[config.mk]
export PLATFORM = sky130hd
export DESIGN_NAME = keypad_poll_ctrl
export DESIGN_NICKNAME = d
export VERILOG_FILES = /design/src/rtl/kp_ctrl_pkg.sv /design/src/rtl/kp_key_fifo.sv /design/src/rtl/keypad_poll_ctrl.sv
export SDC_FILE = /design/constraint.sdc
export NUM_CORES = 1
export LEC_CHECK = 0
export CAP_MARGIN = 20
export CORE_ASPECT_RATIO = 0.7
export CORE_MARGIN = 3
export CORE_UTILIZATION = 55
export CTS_BUF_LIST = sky130_fd_sc_hd__clkbuf_4 sky130_fd_sc_hd__clkbuf_8 sky130_fd_sc_hd__clkbuf_16
export CTS_CLUSTER_DIAMETER = 50
export DETAILED_ROUTE_END_ITERATION = 10
export DONT_BUFFER_PORTS = 1
export GPL_TIMING_DRIVEN = 0
export PLACE_DENSITY = 0.7
export SYNTH_ARGS = -nofsm -noshare
export SYNTH_HDL_FRONTEND = slang
export SYNTH_HIERARCHICAL = 1
export SYNTH_SLANG_ARGS = --single-unit
[constraint.sdc]
create_clock -name i_clk -period 5.1 [get_ports i_clk]
set_input_delay 0.255 -clock i_clk [delete_from_list [all_inputs] [get_ports i_clk]]
set_output_delay 0.255 -clock i_clk [all_outputs]
set_load 0.1 [all_outputs]
[src/rtl/kp_ctrl_pkg.sv]
// Shared types and register map for the keypad polling controller.
package kp_ctrl_pkg;

  typedef enum logic [2:0] {
    ST_IDLE     = 3'd0,
    ST_POLL     = 3'd1,
    ST_READ     = 3'd2,
    ST_ACK      = 3'd3,
    ST_WAIT_CLR = 3'd4
  } kp_state_t;

  localparam int KEY_W = 4;

  localparam logic [1:0] KP_ADDR_DATA   = 2'd0;
  localparam logic [1:0] KP_ADDR_STATUS = 2'd1;
  localparam logic [1:0] KP_ADDR_CTRL   = 2'd2;

  localparam int ST_BIT_EMPTY     = 0;
  localparam int ST_BIT_FULL      = 1;
  localparam int ST_BIT_OVF       = 2;
  localparam int ST_BIT_COUNT_LSB = 3;
  localparam int ST_COUNT_W       = 5;
  localparam int ST_BIT_BUSY      = 8;

  localparam int CTRL_BIT_EN      = 0;
  localparam int CTRL_BIT_IRQ_EN  = 1;
  localparam int CTRL_BIT_OVF_CLR = 2;

endpackage

[src/rtl/kp_key_fifo.sv]
// Circular key buffer; a push while full is accepted only alongside a pop.
module kp_key_fifo
  import kp_ctrl_pkg::*;
#(
  parameter int FIFO_DEPTH = 8,
  localparam int PTR_W = $clog2(FIFO_DEPTH),
  localparam int CNT_W = PTR_W + 1
) (
  input  logic             clk,
  input  logic             rst_n,
  input  logic             push,
  input  logic             pop,
  input  logic [KEY_W-1:0] push_key,
  output logic [KEY_W-1:0] head,
  output logic [CNT_W-1:0] count,
  output logic             empty,
  output logic             full
);

  logic [KEY_W-1:0] mem [FIFO_DEPTH];
  logic [PTR_W-1:0] rd_ptr;
  logic [PTR_W-1:0] wr_ptr;
  logic             do_push;
  logic             do_pop;

  assign empty   = (count == '0);
  assign full    = (count == CNT_W'(FIFO_DEPTH));
  assign do_pop  = pop && !empty;
  assign do_push = push && (!full || do_pop);
  assign head    = mem[rd_ptr];

  // Depth is a power of two, so the pointers wrap naturally.
  always_ff @(posedge clk or negedge rst_n) begin
    if (!rst_n) begin
      rd_ptr <= '0;
      wr_ptr <= '0;
      count  <= '0;
    end else begin
      if (do_push) wr_ptr <= wr_ptr + PTR_W'(1);
      if (do_pop)  rd_ptr <= rd_ptr + PTR_W'(1);
      case ({do_push, do_pop})
        2'b10:   count <= count + CNT_W'(1);
        2'b01:   count <= count - CNT_W'(1);
        default: ;
      endcase
    end
  end

  always_ff @(posedge clk) begin
    if (do_push) mem[wr_ptr] <= push_key;
  end

endmodule

[src/rtl/keypad_poll_ctrl.sv]
// Polls the keypad ready bit, reads and acks each key into a FIFO, and
// exposes DATA/STATUS/CTRL registers plus a level interrupt to the CPU.
module keypad_poll_ctrl
  import kp_ctrl_pkg::*;
#(
  parameter int FIFO_DEPTH    = 8,
  parameter bit OVERFLOW_DROP = 1'b1
) (
  input  logic        i_clk,
  input  logic        i_rst_n,
  output logic        o_kp_rselect,
  output logic        o_kp_ack,
  input  logic [15:0] i_kp_data,
  input  logic [1:0]  i_cpu_addr,
  input  logic        i_cpu_rd,
  input  logic        i_cpu_wr,
  input  logic [15:0] i_cpu_wdata,
  output logic [15:0] o_cpu_rdata,
  output logic        o_irq
);

  localparam int CNT_W = $clog2(FIFO_DEPTH) + 1;

  kp_state_t        state;
  kp_state_t        next_state;
  logic             enable;
  logic             irq_en;
  logic             ovf;
  logic             ack;
  logic [KEY_W-1:0] head;
  logic [CNT_W-1:0] count;
  logic             empty;
  logic             full;
  logic             pop;
  logic             push;
  logic             drop;
  logic             ctrl_wr;
  logic             busy;
  logic             unused_bits;

  assign unused_bits = ^{i_kp_data[15:KEY_W], i_cpu_wdata[15:3]};

  assign ctrl_wr = i_cpu_wr && (i_cpu_addr == KP_ADDR_CTRL);
  assign pop     = i_cpu_rd && (i_cpu_addr == KP_ADDR_DATA) && !empty;
  assign push    = (state == ST_READ) && (!full || pop);
  assign drop    = (state == ST_READ) && full && !pop && OVERFLOW_DROP;
  assign busy    = state inside {ST_READ, ST_ACK, ST_WAIT_CLR};

  kp_key_fifo #(.FIFO_DEPTH(FIFO_DEPTH)) u_fifo (
    .clk      (i_clk),
    .rst_n    (i_rst_n),
    .push     (push),
    .pop      (pop),
    .push_key (i_kp_data[KEY_W-1:0]),
    .head     (head),
    .count    (count),
    .empty    (empty),
    .full     (full)
  );

  // Ack comes from a flop so it cannot glitch while the state bits change.
  always_ff @(posedge i_clk or negedge i_rst_n) begin
    if (!i_rst_n) begin
      state <= ST_IDLE;
      ack   <= 1'b0;
    end else begin
      state <= next_state;
      ack   <= (next_state == ST_ACK);
    end
  end

  always_comb begin
    next_state = state;
    case (state)
      ST_IDLE:     if (enable) next_state = ST_POLL;
      ST_POLL: begin
        if (!enable)
          next_state = ST_IDLE;
        else if (i_kp_data[0] && !(full && !OVERFLOW_DROP))
          next_state = ST_READ;
      end
      ST_READ:     next_state = ST_ACK;
      ST_ACK:      next_state = ST_WAIT_CLR;
      ST_WAIT_CLR: if (!i_kp_data[0]) next_state = enable ? ST_POLL : ST_IDLE;
      default:     next_state = ST_IDLE;
    endcase
  end

  always_comb begin
    o_kp_rselect = (state != ST_READ);
    o_kp_ack     = ack;
  end

  always_ff @(posedge i_clk or negedge i_rst_n) begin
    if (!i_rst_n) begin
      enable <= 1'b0;
      irq_en <= 1'b0;
      ovf    <= 1'b0;
    end else begin
      if (ctrl_wr) begin
        enable <= i_cpu_wdata[CTRL_BIT_EN];
        irq_en <= i_cpu_wdata[CTRL_BIT_IRQ_EN];
      end
      if (drop)
        ovf <= 1'b1;
      else if (ctrl_wr && i_cpu_wdata[CTRL_BIT_OVF_CLR])
        ovf <= 1'b0;
    end
  end

  always_comb begin
    o_cpu_rdata = '0;
    case (i_cpu_addr)
      KP_ADDR_DATA: if (!empty) o_cpu_rdata[KEY_W-1:0] = head;
      KP_ADDR_STATUS: begin
        o_cpu_rdata[ST_BIT_EMPTY]                        = empty;
        o_cpu_rdata[ST_BIT_FULL]                         = full;
        o_cpu_rdata[ST_BIT_OVF]                          = ovf;
        o_cpu_rdata[ST_BIT_COUNT_LSB +: ST_COUNT_W]      = ST_COUNT_W'(count);
        o_cpu_rdata[ST_BIT_BUSY]                         = busy;
      end
      KP_ADDR_CTRL: begin
        o_cpu_rdata[CTRL_BIT_EN]     = enable;
        o_cpu_rdata[CTRL_BIT_IRQ_EN] = irq_en;
      end
      default: ;
    endcase
  end

  assign o_irq = irq_en & (!empty | ovf);

endmodule

==> results of run 1 <==
## layer usage
layer,track usage,wire length [µm]
met4,0.06321,51
met2,0.2821,1973
met5,0,0
met3,0.07353,361
met1,0.2417,2103
## synth_stat cells (all sizes together), types with 3 or more instances
master,count,area share
edfxtp,32,0.40
and2,3,0.0078
xnor2,4,0.014
ha,4,0.021
or3b,4,0.014
a21oi,7,0.014
inv,9,0.014
dfrtp,17,0.18
nor2,9,0.014
nand2,6,0.0093
buf,11,0.036
mux4,8,0.074
xor2,3,0.011
nand2b,7,0.018
mux2,10,0.050
## sequential cells by signal, indices dropped and copies added, names as in the netlist
name	flops
o_kp_ack	1
state	3
u_fifo/wr_ptr	3
enable	1
u_fifo/count	4
ovf	1
irq_en	1
u_fifo/mem	32
u_fifo/rd_ptr	3
## worst max-delay path, delay by kind of cell (launching register included)
family	cells	cell delay (ns)
fa+ha+maj	1	0.30
compound gates	2	0.99
buf+inv	2	0.60
simple gates	4	1.09
flops	1	0.46
mux	1	0.20
## report_power, final
part | leakage, nW | internal, mW | switching (mW)
clock | 0.0563 | 0.150 | 0.121
combinational | 0.451 | 0.247 | 0.359
sequential | 0.496 | 0.495 | 0.104
## layout make-up
class | instances | area (µm²)
plain buffers | 13 | 95.09
clock buffers | 6 | 76.32
clock inverters | 2 | 33.78
fillers | 300 | 1398
inverters | 9 | 33.78
multi-input cells | 107 | 952.2
flip-flops and latches | 49 | 1386
well taps | 52 | 65.06
repair buffers | 2 | 25.02
## metrics by stage
stage / hold slack, ns / area (µm²) / util
after floorplan: -0.04059 / 2446 / -
after global placement: -0.03992 / 2511 / 0.6177
after detailed placement: -0.04013 / 2547 / 0.6267
after CTS: 0.04170 / 2668 / 0.6562
after global routing: 0.03330 / 2668 / 0.6562
final: 0.04891 / 2668 / 0.6562
## cells by family (layout without fill, tap and decap cells)
family | after synthesis | after routing | share of synthesized area
AND/OR/NAND/NOR | 47 | 47 | 0.1174
flip-flops | 49 | 49 | 0.5729
other | 1 | 8 | 0.001550
XOR/XNOR | 7 | 7 | 0.02534
adder cells (fa/ha/maj) | 5 | 5 | 0.02896
multiplexers | 20 | 20 | 0.1324
buffers and inverters | 22 | 32 | 0.05326
AO/OA/AOI/OAI | 20 | 20 | 0.06825
## final timing paths
| check | slack, ns | endpoint | start | depth (start not counted) |
|---|---|---|---|---|
| max | 1.39 | u_fifo/count[3] | state[0] | 10 |
| min | 0.05 | u_fifo/mem[7][1] | i_kp_data[1] | 0 |
| max reg2reg | 1.39 | u_fifo/count[3] | state[0] | 10 |
| min reg2reg | 0.51 | state[1] | state[2] | 1 |
| max in group asynchronous | 4.13 | u_fifo/count[2] | i_rst_n | 1 |
| min in group asynchronous | 0.47 | irq_en | i_rst_n | 1 |
==> flow_metrics.py, run 1 <==
metrics = {
    "routing": {
        "drc": 0,
        "vias": 1393,
        "detailed_routing_iteration_count_for_the_pre_antenna_repair_pass": 4,
        "avgRoutedWirePerCell_um": 18.71,
        "final_antenna_net_count": 0,
        "post_drt_via_cell_ratio": 5.804,
        "drt-initial-drc-count": 90,
        "finalWirelength_mm": 4.490,
    },
    "clocking": {
        "cts_made_buffers": 5,
        "clk_pin_slew_ns": 0.09,
        "postCtsResizedCells": 0,
        "holdBufCountCts": 1,
        "cts_htree_levels": 2,
        "cts.root.buffer_cell": "sky130_fd_sc_hd__clkbuf_8",
        "clock_latency_on_the_worst_skew_pair_ns": 0.30,
        "clk_path_buf_depth": 2,
        "post_cts.repair.setup_buffers": 0,
        "cts_tree": "done",
        "tritoncts_num_sinks": 49,
    },
    "timing": {
        "finalHoldViolCount": 0,
        "timing.final.crit_share": 0.7275,
        "fin_worst_skew_ns": 0.006098,
        "grt_setup_unrepaired": "false",
        "fin_crit_ns": 3.710,
        "clock.fmax_mhz": 269.5,
        "slew_headroom": 0.2067,
        "post-route-worst-setup-slack_ns": 1.390,
        "setup_violations": 0,
        "setup_tns_ns": 0,
        "worst-slew-pin-transition_ns": 1.183,
        "maxSlewViolCount": 0,
    },
    "finish": {
        "drive_gt1_frac": 0.2872,
        "area_growth_syn_to_layout_pct": 10.24,
        "antennaDiodeCount": 0,
        "mostFrequentLayoutCells": "sky130_fd_sc_hd__edfxtp_1, sky130_fd_sc_hd__dfrtp_1, sky130_fd_sc_hd__inv_1, sky130_fd_sc_hd__nor2_1",
        "final_standard_cell_count_with_taps_included_and_fillers_excluded": 240,
        "nets_finish": 230,
        "layout_commonest_cell": "sky130_fd_sc_hd__edfxtp_1",
    },
    "job": {
        "cap_viol_max_count": 0,
    },
    "critical_path": {
        "timing.critical_path.to_type": "flop",
        "crit_path_start_kind": "flop",
        "max_stage_delay_ns": 0.78,
        "worst-endpoint-arrival_ns": 3.95,
        "worst-setup-path-type": "flop to flop",
        "worst-path-max-fanout": 7,
        "highest_delay_cell_along_the_critical_path": "sky130_fd_sc_hd__a21oi_1",
        "worst-endpoint-required_ns": 5.33,
        "worstPathCellList": "nor3b_1 > inv_1 > a21oi_1 > or2_2 > inv_1 > ha_1 > or2_2 > a21oi_1 > mux2i_1 > nand3b_1",
    },
    "outcome": {
        "outcome": "complete, no violations",
    },
    "logic_synthesis": {
        "synthCells": 171,
        "syn_area_um2": 2420,
        "yosysWarnings": 6,
        "synth-seq-area-share": 0.5729,
        "ys_dominant_reg_cell": "sky130_fd_sc_hd__edfxtp_1",
        "synth_async_sr_flop_share": 0.3469,
        "synth.ff_latch_count": 49,
        "synth-edff-count": 32,
        "netlist-cell-type-count": 45,
        "synth.avg_cell_area_um2": 14.15,
    },
    "power": {
        "power_leakage_nw": 1.003,
        "power.total_mw": 1.476,
        "worst_ir_drop_vdd_mv": 0.3269,
        "pwr_density_cell_nw_per_um2": 553.5,
    },
    "floorplan": {
        "design.die.area_um2": 5244,
        "floorplan.initialDensity": 0.5953,
        "design.portCount": 57,
        "core_um2": 4065,
        "floorplan.rows": 19,
        "floorplan.die.height_um": 61.50,
        "die-width_um": 85.28,
    },
    "global_route": {
        "grt_usage": 0.1834,
        "grt_pass1_wl_mm": 6.941,
        "pin_count_of_the_biggest_net_entering_global_routing": 18,
        "grt_pass1_vias": 1361,
        "globalRoute.totalOverflow": 0,
        "antenna_found_initial": 0,
    },
    "place": {
        "detailed_placement_wirelength_estimate_mm": 3.363,
        "gpl.final_weighted_congestion": 0.8546,
        "dp_worst_slack_ns": 1.431,
        "dp_cells": 231,
        "port_buf_inserts": 0,
    },
    "worst_hold_path": {
        "worstHoldPathType": "input port to flop",
    },
}
Note: power is estimated with default switching activity, not from simulation.
==> inputs of run 2 (changes only) <==
Clock period 5.1 ns to 3.68 ns, I/O delays scaled along.
==> run 2 against run 1 <==
Critical path depth is the same; core utilization up 1.1 points; clock skew shrank 0.0027 ns; combinational power up 40%; worst hold slack got worse by 0.024 ns; setup slack lost 1.1 ns; wire length rose by 2.3%; count of clock-buffer cells in the layout did not move; total power increased by 39%; sequential cell count unchanged; sequential share of layout area shrank 0.84 points.
==> flow_metrics.py, run 2 (synthesis results as in run 1) <==
metrics = {
    "job": {
        "cap_viol_max_count": 0,
    },
    "worst_hold_path": {
        "holdCritStartpoint": "i_kp_data[0]",
        "worstHoldPathType": "input port to flop",
        "whs_path_depth": 1,
        "timing.hold.worst_endpoint": "state[2]",
    },
    "critical_path": {
        "worst-path-max-fanout": 7,
        "crit_path_start_kind": "flop",
        "rr_startpoint": "state[0]",
        "worst-setup-path-type": "flop to flop",
        "timing.critical_path.to_type": "flop",
        "count_of_cells_along_the_worst_register_to_register_path": 10,
        "worst-endpoint-arrival_ns": 3.67,
        "r2r_end": "u_fifo/count[3]",
        "regToRegSetupSlack_ns": 0.24,
        "worst_setup_path_startpoint": "state[0]",
        "worst-endpoint-required_ns": 3.91,
    },
    "clocking": {
        "post_cts.repair.setup_buffers": 0,
        "cts_tree": "done",
        "clk_pin_slew_ns": 0.08,
        "cts_htree_levels": 2,
        "clk_path_buf_depth": 2,
        "cts.root.buffer_cell": "sky130_fd_sc_hd__clkbuf_8",
        "tritoncts_num_sinks": 49,
        "cts_made_buffers": 5,
        "clock_latency_on_the_worst_skew_pair_ns": 0.29,
    },
    "floorplan": {
        "die-width_um": 85.28,
        "design.die.area_um2": 5244,
        "floorplan.die.height_um": 61.50,
        "floorplan.initialDensity": 0.5953,
        "floorplan.rows": 19,
        "core_um2": 4065,
        "design.portCount": 57,
    },
    "global_route": {
        "grt_pass1_vias": 1352,
        "grt_pass1_wl_mm": 6.982,
        "antenna_found_initial": 0,
        "grt_usage": 0.1852,
        "globalRoute.totalOverflow": 0,
        "pin_count_of_the_biggest_net_entering_global_routing": 18,
    },
    "power": {
        "relative_contribution_of_combinational_cells_to_total_power": 0.415,
        "intPower_mw": 1.240,
        "power.net_switching_mw": 0.8147,
        "sw_frac_of_total": 0.3965,
        "seqPwrFrac": 0.403,
        "power_leakage_nw": 1.019,
        "clock_power_share": 0.182,
        "pwr_density_cell_nw_per_um2": 757.9,
        "worst_ir_drop_vdd_mv": 0.4588,
    },
    "finish": {
        "final_standard_cell_count_with_taps_included_and_fillers_excluded": 244,
        "largest_register_ffs": 32,
        "post_route_core_utilization": 0.6670,
        "antennaDiodeCount": 0,
        "final.fill_count": 295,
        "reg_top3": "u_fifo/mem x32, u_fifo/count x4",
        "layout_commonest_cell": "sky130_fd_sc_hd__edfxtp_1",
        "largest-register": "u_fifo/mem",
        "final-seq-area_um2": 1386,
        "nets_finish": 234,
        "area_growth_syn_to_layout_pct": 12.05,
        "drive_gt1_frac": 0.2865,
        "multi_input_area_um2": 955.9,
        "mostFrequentLayoutCells": "sky130_fd_sc_hd__edfxtp_1, sky130_fd_sc_hd__dfrtp_1, sky130_fd_sc_hd__inv_1, sky130_fd_sc_hd__nor2_1",
        "fin_area_um2": 2711,
    },
    "routing": {
        "finalWirelength_mm": 4.594,
        "post_drt_via_cell_ratio": 5.758,
        "detailed_routing_iteration_count_for_the_pre_antenna_repair_pass": 4,
        "avgRoutedWirePerCell_um": 18.83,
        "drt-initial-drc-count": 75,
        "vias": 1405,
        "drc": 0,
        "final_antenna_net_count": 0,
    },
    "outcome": {
        "outcome": "complete, no violations",
    },
    "timing": {
        "grt_setup_unrepaired": "false",
        "clock.fmax_mhz": 290.9,
        "finalHoldViolCount": 0,
        "maxSlewViolCount": 0,
        "setup_tns_ns": 0,
        "fin_crit_ns": 3.437,
        "setup_violations": 0,
        "fin_worst_skew_ns": 0.003349,
        "slew_headroom": 0.2054,
        "worst-slew-pin-transition_ns": 1.185,
        "timing.final.crit_share": 0.9340,
    },
    "place": {
        "gpl.final_weighted_congestion": 0.8546,
        "dp_cells": 231,
        "port_buf_inserts": 0,
        "dpl_cell_area_um2": 2547,
        "detailed_placement_wirelength_estimate_mm": 3.363,
    },
}
run 2: layer usage:
layer | routed length (µm) | vias to the layer above | GRT usage | share of wire
li1 | - | 654 | - | -
met1 | 2171 | 701 | 0.2540 | 0.47
met2 | 2030 | 46 | 0.2765 | 0.44
met3 | 348 | 4 | 0.07086 | 0.076
met4 | 44 | 0 | 0.06095 | 0.0096
met5 | 0 | - | 0 | 0
run 2: power by group through the flow:
stage	Sequential (mW)	Combinational (mW)	Clock [mW]
after floorplan	0.802	0.723	0
after global placement	0.828	0.795	0
after detailed placement	0.838	0.840	0
after CTS	0.826	0.856	0.379
after global routing	0.840	0.910	0.400
final	0.828	0.852	0.374
run 2: repair_timing:
action / 4_1_cts / 5_1_grt
setup endpoints to repair: 1 / 0
gates resized for setup: 1 / 0
hold buffers: 5 / 0
endpoints found under the hold margin: 49 / 0
run 2: layout make-up:
class / count / area share
repair buffers: 6 / 0.02400
flip-flops and latches: 49 / 0.5113
clock buffers: 6 / 0.02815
clock inverters: 2 / 0.01246
multi-input cells: 107 / 0.3526
inverters: 9 / 0.01246
plain buffers: 13 / 0.03507
well taps: 52 / 0.02400
run 2: worst max-delay path, stage by stage, from the launching register on:
cell and delay (ns):
sky130_fd_sc_hd__dfrtp_1 0.45, sky130_fd_sc_hd__nor3b_1 0.43, sky130_fd_sc_hd__inv_1 0.55, sky130_fd_sc_hd__a21oi_2 0.55, sky130_fd_sc_hd__or2_2 0.22, sky130_fd_sc_hd__inv_1 0.06
sky130_fd_sc_hd__ha_1 0.30, sky130_fd_sc_hd__or2_2 0.29, sky130_fd_sc_hd__a21oi_1 0.21, sky130_fd_sc_hd__mux2i_1 0.19, sky130_fd_sc_hd__nand3b_1 0.12
run 2: worst max path at each step:
stage / end / slack, ns / cells after the start
after floorplan: u_fifo/count[3] / 0.41 / 10
after global placement: u_fifo/count[3] / 0.07 / 10
after detailed placement: u_fifo/count[3] / 0.01 / 10
after CTS: u_fifo/count[3] / 0.24 / 10
after global routing: u_fifo/count[3] / 0.006 / 10
final: u_fifo/count[3] / 0.24 / 10
run 2: through the flow:
step                worst slack, ns  total power [mW]  hold slack [ns]
floorplan                    0.4110             1.524          -0.1116
global placement            0.06904             1.624          -0.1109
detailed placement          0.01095             1.678          -0.1111
CTS                          0.2444             2.062          0.01749
global route               0.005931             2.151          0.01397
finish                       0.2429             2.055          0.02491
